$ cat config.mk
export PLATFORM = sky130hd
export DESIGN_NAME = dm_arbiter
export DESIGN_NICKNAME = d
export VERILOG_FILES = /design/src/rtl/dm_arb_pkg.sv /design/src/rtl/dm_arb_rr.sv /design/src/rtl/dm_arbiter.sv
export SDC_FILE = /design/constraint.sdc
export NUM_CORES = 1
export LEC_CHECK = 0
export ABC_CLOCK_PERIOD_IN_PS = 4800
export CORE_MARGIN = 8
export CORE_UTILIZATION = 38
export DETAILED_ROUTE_END_ITERATION = 10
export GPL_TIMING_DRIVEN = 0
export HOLD_SLACK_MARGIN = 0.12
export PLACE_DENSITY = 0.94
export SYNTH_ARGS = -nofsm -noshare
export SYNTH_HDL_FRONTEND = slang
export SYNTH_HIERARCHICAL = 1
export SYNTH_SLANG_ARGS = --single-unit
$ cat constraint.sdc
create_clock -name clk -period 4.8 [get_ports clk]
set_clock_uncertainty 0.15 [all_clocks]
set_input_delay 0.72 -clock clk [delete_from_list [all_inputs] [get_ports clk]]
set_output_delay 0.72 -clock clk [all_outputs]
set_load 0.1 [all_outputs]
$ cat src/rtl/dm_arb_pkg.sv
// rtl/dm_arb_pkg.sv - data-memory arbiter state encoding and byte-enable legality
package dm_arb_pkg;

  typedef enum logic [1:0] {
    IDLE  = 2'd0,
    BURST = 2'd1,
    PAUSE = 2'd2
  } arb_state_e;

  localparam logic PICK_CPU = 1'b0;
  localparam logic PICK_DMA = 1'b1;

  localparam logic [3:0] BE_WORD    = 4'b1111;
  localparam logic [3:0] BE_HALF_LO = 4'b0011;
  localparam logic [3:0] BE_HALF_HI = 4'b1100;
  localparam logic [3:0] BE_BYTE0   = 4'b0001;
  localparam logic [3:0] BE_BYTE1   = 4'b0010;
  localparam logic [3:0] BE_BYTE2   = 4'b0100;
  localparam logic [3:0] BE_BYTE3   = 4'b1000;

  // Only naturally aligned word, halfword and byte lanes reach the memory.
  function automatic logic be_legal(input logic [3:0] be);
    case (be)
      BE_WORD, BE_HALF_LO, BE_HALF_HI,
      BE_BYTE0, BE_BYTE1, BE_BYTE2, BE_BYTE3: be_legal = 1'b1;
      default:                                be_legal = 1'b0;
    endcase
  endfunction

endpackage

$ cat src/rtl/dm_arb_rr.sv
// rtl/dm_arb_rr.sv - two-requester round-robin picker (req0 = CPU, req1 = DMA)
module dm_arb_rr
  import dm_arb_pkg::*;
(
  input  logic clk,
  input  logic reset,
  input  logic req0,
  input  logic req1,
  input  logic advance,
  output logic pick
);

  logic prio;

  always_comb begin
    pick = PICK_CPU;
    if (req0 && req1) begin
      pick = prio;
    end else if (req1) begin
      pick = PICK_DMA;
    end
  end

  // After a decision the other requester is favoured next time.
  always_ff @(posedge clk) begin
    if (reset) begin
      prio <= PICK_CPU;
    end else if (advance) begin
      prio <= ~pick;
    end
  end

endmodule

$ cat src/rtl/dm_arbiter.sv
// rtl/dm_arbiter.sv - data-memory arbiter between CPU M stage and DMA bursts
// Optional statistics counters are enabled by defining DM_ARB_STATS_EN.
module dm_arbiter
  import dm_arb_pkg::*;
#(
  parameter int LEN_W      = 4,
  parameter int CPU_STARVE = 8
) (
  input  logic              clk,
  input  logic              reset,
  input  logic              cpu_req,
  input  logic              cpu_we,
  input  logic [31:0]       cpu_addr,
  input  logic [31:0]       cpu_wdata,
  input  logic [3:0]        cpu_be,
  output logic              cpu_gnt,
  output logic [31:0]       cpu_rdata,
  input  logic              dma_req,
  input  logic              dma_we,
  input  logic [31:0]       dma_addr,
  input  logic [LEN_W-1:0]  dma_len,
  input  logic [31:0]       dma_wdata,
  input  logic [3:0]        dma_be,
  output logic              dma_gnt,
  output logic              dma_rvalid,
  output logic [31:0]       dma_rdata,
  output logic              dma_done,
  output logic              be_err,
  output logic              dm_we,
  output logic [31:0]       dm_addr,
  output logic [31:0]       dm_wdata,
  output logic [3:0]        dm_be,
`ifdef DM_ARB_STATS_EN
  output logic [31:0]       stat_cpu_gnt,
  output logic [31:0]       stat_dma_beats,
  output logic [15:0]       stat_stall,
`endif
  input  logic [31:0]       dm_rdata
);

  localparam int ST_W = $clog2(CPU_STARVE + 1);

  arb_state_e       state_q, state_d;
  logic [31:0]      addr_q, addr_d;
  logic [LEN_W-1:0] cnt_q, cnt_d;
  logic             we_q, we_d;
  logic             done_q, done_d;
  logic [ST_W-1:0]  starve_q, starve_d, starve_inc;
  logic             rvalid_q;
  logic [31:0]      rdata_q;
  logic             dma_req_eff;
  logic             rr_adv;
  logic             pick;

  // The requester still holds dma_req during its done pulse; that is not a new burst.
  assign dma_req_eff = dma_req && !done_q;

  dm_arb_rr u_rr (
    .clk     (clk),
    .reset   (reset),
    .req0    (cpu_req),
    .req1    (dma_req_eff),
    .advance (rr_adv),
    .pick    (pick)
  );

  assign starve_inc = (starve_q == ST_W'(CPU_STARVE)) ? starve_q : starve_q + ST_W'(1);

  always_comb begin
    state_d = state_q;
    addr_d  = addr_q;
    cnt_d   = cnt_q;
    we_d    = we_q;
    done_d  = 1'b0;
    cpu_gnt = 1'b0;
    dma_gnt = 1'b0;
    rr_adv  = 1'b0;
    case (state_q)
      IDLE: begin
        if (cpu_req || dma_req_eff) begin
          rr_adv = 1'b1;
          if (pick == PICK_CPU) begin
            cpu_gnt = 1'b1;
          end else begin
            we_d    = dma_we;
            addr_d  = dma_addr;
            cnt_d   = (dma_len == '0) ? LEN_W'(1) : dma_len;
            state_d = BURST;
          end
        end
      end
      BURST: begin
        dma_gnt = 1'b1;
        addr_d  = {addr_q[31:12], addr_q[11:2] + 10'd1, addr_q[1:0]};
        cnt_d   = cnt_q - LEN_W'(1);
        if (cnt_q == LEN_W'(1)) begin
          state_d = IDLE;
          done_d  = 1'b1;
        end else if (cpu_req && starve_inc == ST_W'(CPU_STARVE)) begin
          state_d = PAUSE;
        end
      end
      PAUSE: begin
        cpu_gnt = cpu_req;
        state_d = BURST;
      end
      default: state_d = IDLE;
    endcase
    if (reset) begin
      cpu_gnt = 1'b0;
      dma_gnt = 1'b0;
    end
  end

  always_comb begin
    starve_d = starve_q;
    if (cpu_gnt) begin
      starve_d = '0;
    end else if (cpu_req) begin
      starve_d = starve_inc;
    end
  end

  // Memory-side mux; an illegal write lane pattern is dropped but still consumes the grant.
  always_comb begin
    dm_we    = 1'b0;
    dm_addr  = '0;
    dm_wdata = '0;
    dm_be    = '0;
    be_err   = 1'b0;
    if (cpu_gnt) begin
      dm_addr  = cpu_addr;
      dm_wdata = cpu_wdata;
      dm_be    = cpu_be;
      if (cpu_we) begin
        if (be_legal(cpu_be)) begin
          dm_we = 1'b1;
        end else begin
          be_err = 1'b1;
          dm_be  = '0;
        end
      end
    end else if (dma_gnt) begin
      dm_addr  = addr_q;
      dm_wdata = dma_wdata;
      dm_be    = dma_be;
      if (we_q) begin
        if (be_legal(dma_be)) begin
          dm_we = 1'b1;
        end else begin
          be_err = 1'b1;
          dm_be  = '0;
        end
      end
    end
  end

  assign cpu_rdata  = cpu_gnt ? dm_rdata : '0;
  assign dma_rvalid = rvalid_q;
  assign dma_rdata  = rdata_q;
  assign dma_done   = done_q;

  always_ff @(posedge clk) begin
    if (reset) begin
      state_q  <= IDLE;
      addr_q   <= '0;
      cnt_q    <= '0;
      we_q     <= 1'b0;
      done_q   <= 1'b0;
      starve_q <= '0;
      rvalid_q <= 1'b0;
      rdata_q  <= '0;
    end else begin
      state_q  <= state_d;
      addr_q   <= addr_d;
      cnt_q    <= cnt_d;
      we_q     <= we_d;
      done_q   <= done_d;
      starve_q <= starve_d;
      rvalid_q <= dma_gnt && !we_q;
      if (dma_gnt && !we_q) begin
        rdata_q <= dm_rdata;
      end
    end
  end

`ifdef DM_ARB_STATS_EN
  always_ff @(posedge clk) begin
    if (reset) begin
      stat_cpu_gnt   <= '0;
      stat_dma_beats <= '0;
      stat_stall     <= '0;
    end else begin
      if (cpu_gnt) begin
        stat_cpu_gnt <= stat_cpu_gnt + 32'd1;
      end
      if (dma_gnt) begin
        stat_dma_beats <= stat_dma_beats + 32'd1;
      end
      if (cpu_req && !cpu_gnt && stat_stall != 16'hFFFF) begin
        stat_stall <= stat_stall + 16'd1;
      end
    end
  end
`endif

endmodule

==> results.txt <==
The flow ran to the end, and the final reports show no timing, DRC or antenna violations. After global routing the overflow that remains totals 0. The overall routing resource usage came out at a little over a quarter.

Once the floorplan was initialized, standard cells occupied 38.6% of the core. The root cell of the clock tree is clkbuf_16. The core region area is about 11000 µm². In this run the worst path has a maximum fanout of 10. The sum of routed wire length over all layers is about 21 mm. For this design the top-level I/O count stands at between 300 and 400. The endpoint arrival time on the critical path is between 3 and 4 ns. The worst-case IR drop observed on VDD is roughly 0.21 mV. The first global-routing pass estimated about 31 mm of wire. The overall die area came out at 15200 µm². The setup TNS is 0 ns.

Using the TritonRoute via totals, the vias-per-cell ratio works out to between 5 and 6. The total power per unit cell area is 335 nW/µm². The post-synth design cell area is 4380 µm². For this run, the number of Yosys warnings is 6. The final cycle utilization of the critical path is a little over nine tenths.

The library cell used most frequently in the layout, excluding fill and tap cells, is clkdlybuf4s50_1. Summed over all instances, the cell type with the most area after synthesis is dfxtp_1. The fraction of final layout cells with drive strength greater than 1 came out at approximately 8.0%. The HPWL reported at the end of detailed placement came out at approximately 17 mm. The layout net count is approximately 1100. The maximum number of pins on one net before global-route repair is 14. The endpoint kind of the worst setup timing path is an output pin. Headroom to the max-slew limit came out at a little under a third. The average cell area after synthesis is between 7 and 8 µm². In the layout the commonest cells are clkdlybuf4s50_1, nand2_1, dfxtp_1, a22o_1, a21oi_1. The met2 routing resource usage after global routing is between 40 and 50%.

The H-tree was split into 3 levels. The number of enable-type register cells in the synthesized netlist is 0. In this run the static leakage power is approximately 3.3 nW. The area share of the leading cell type in the synthesized netlist came out at between 30 and 40%.

The routing usage on met3 came out at about 8%. The number of nets still failing antenna checks after routing came out at 0. The minimum hold slack is roughly 0.3 ns.

The worst hold path belongs to the class reg2reg. The number of I/O port buffers is 315. The portion of the post-synthesis area used by sequential elements came out at a little over a third. The insertion delay of the later-clocked pin in the worst-skew pair came out at between 0.3 and 0.4 ns. Setup repair after global routing left no endpoint under its margin.

The worst setup path is of the in2out kind. The DRC marker count from the first detailed-route iteration came out at approximately 270. Ranked by total cell area, the synthesized netlist is headed by dfxtp_1, a22o_1, nand2_1. For the worst setup path, the data required time is 3.93 ns.

The clock passes through at most 2 buffers. The number of max-capacitance violations reported came out at 0. The height of the chip is 123 µm. The share of synthesized flip-flops with an asynchronous set or reset came out at 0%. The vias after detailed routing came out at 5489. The first-pass iteration count of the detailed router is 5. The post-synthesis cell type count came out at 56.

The via count of the first global-routing pass is roughly 5700. The die width came out at around 120 µm. The number of antenna violations at the first check in global routing is 1. For this run, the leading register cell type out of synthesis is dfxtp_1. The total of endpoints with negative setup slack in the final report is 0. The number of CTS-inserted buffers is 9. The global-route track usage on met1 is about 28%.

The clock-pin slew on the worst setup and hold paths is ~0.06 ns. The hold violation count in the final report came out at 0. The time the final worst path needs with I/O delays and setup is between 4 and 5 ns. The floorplan row count is 39. CTS saw 78 sinks. Compared with the post-synthesis result, the final layout area differs by 83.9%. The instance count of the mapped netlist is between 500 and 600. The slew at the pin closest to its max-slew limit is approximately 1.0 ns.

The number of max-slew violations in the final report is 0. The number of storage elements in the synthesis netlist came out at 78. TritonCTS built the clock tree. The average wire per cell in the routed design came out at roughly 20 µm. The worst setup path is launched from a primary input. The number of design rule violations left after detail routing came out at 0. The number of nets in the synthesized netlist is 731.

For this run, the top clock speed supported by timing is ~220 MHz. The last weighted congestion value of the routability-driven placer came out at between 0.8 and 0.9. Counting cells, the worst reg-to-reg path comes to 8.

After global routing, the most crowded layer is met2. The cell depth of the worst hold path is 2. The post-CTS setup-driven buffer insertion count is 0.
[sequential cells by signal (all words and copies together), names as in the netlist]
name,count
dma_done,1
dma_rvalid,1
u_rr/prio,1
starve_q,4
state_q,2
addr_q,32
we_q,1
cnt_q,4
dma_rdata,32
[critical path, cell delays in order]
cell	delay, ns
clkdlybuf4s50_1	0.46
buf_2	0.24
inv_2	0.20
nand2_1	0.19
inv_2	0.18
buf_4	0.23
nand2_1	0.08
a21oi_1	0.14
a31o_2	0.12
clkdlybuf4s50_1	1.14
[cell usage after synthesis, types with 4 or more instances]
| cell | number |
|---|---|
| nor2_1 | 20 |
| buf_4 | 7 |
| dfxtp_1 | 78 |
| o211ai_1 | 33 |
| a32o_1 | 4 |
| o21ai_0 | 14 |
| buf_2 | 27 |
| nand3_1 | 10 |
| ha_1 | 5 |
| inv_1 | 7 |
| clkbuf_1 | 12 |
| and2_1 | 32 |
| a22o_1 | 63 |
| nand2_1 | 127 |
| a211oi_1 | 6 |
| a21oi_1 | 39 |
[what timing repair did]
item,in CTS,in global routing
gates resized for setup,0,11
hold buffers,0,0
endpoints found under the setup margin,0,11
[worst paths after layout]
check | from | endpoint | slack, ns
hold reg to reg | addr_q[20] | addr_q[20] | 0.30
setup / recovery | reset | dm_we | 0.22
hold / removal | addr_q[20] | addr_q[20] | 0.30
setup reg to reg | dma_done | cnt_q[1] | 2.73
[power by group]
part,switching [mW],internal [mW]
combinational,0.873,0.380
sequential,0.0367,0.698
clock,0.277,0.434
total,1.19,1.51
[layout make-up]
cell class	instances	area (µm²)
fillers	889	3270
repair buffers	315	3180
clock inverters	4	53.8
multi-input cells	413	2540
well taps	143	179
diodes	1	2.50
clock buffers	12	256
inverters	10	37.5
flip-flops and latches	78	1560
plain buffers	47	238
[stage by stage]
step           power, mW  util, %  std cells  worst slack (ns)  area, µm²
2_1_floorplan       1.60        -        548             0.357       4380
3_3_place_gp        1.99     68.1       1006            0.0729       7710
3_5_place_dp        2.00     68.1       1006            0.0671       7710
4_1_cts             2.71     70.8       1022            0.0556       8020
5_1_grt             2.79     71.1       1023            0.0581       8050
6_report            2.70     71.1       1023             0.220       8050
[kinds of logic after synthesis]
| kind of cell | synth area share, % |
|---|---|
| adders and majority gates | 1.43 |
| and+or+nand+nor | 22.4 |
| xor gates and xnor gates | 0.801 |
| buffers and inverters | 6.29 |
| muxes | 0.229 |
| DFF | 35.7 |
| AOI/OAI and AO/OA | 33.1 |
[per-layer routing]
| metal | wire, µm | up-vias |
|---|---|---|
| met5 | 0 | - |
| met2 | 10700 | 269 |
| met1 | 7530 | 2541 |
| met3 | 2050 | 36 |
| li1 | - | 2643 |
| met4 | 554 | 0 |
No activity file was read; power rests on OpenSTA's default activity.
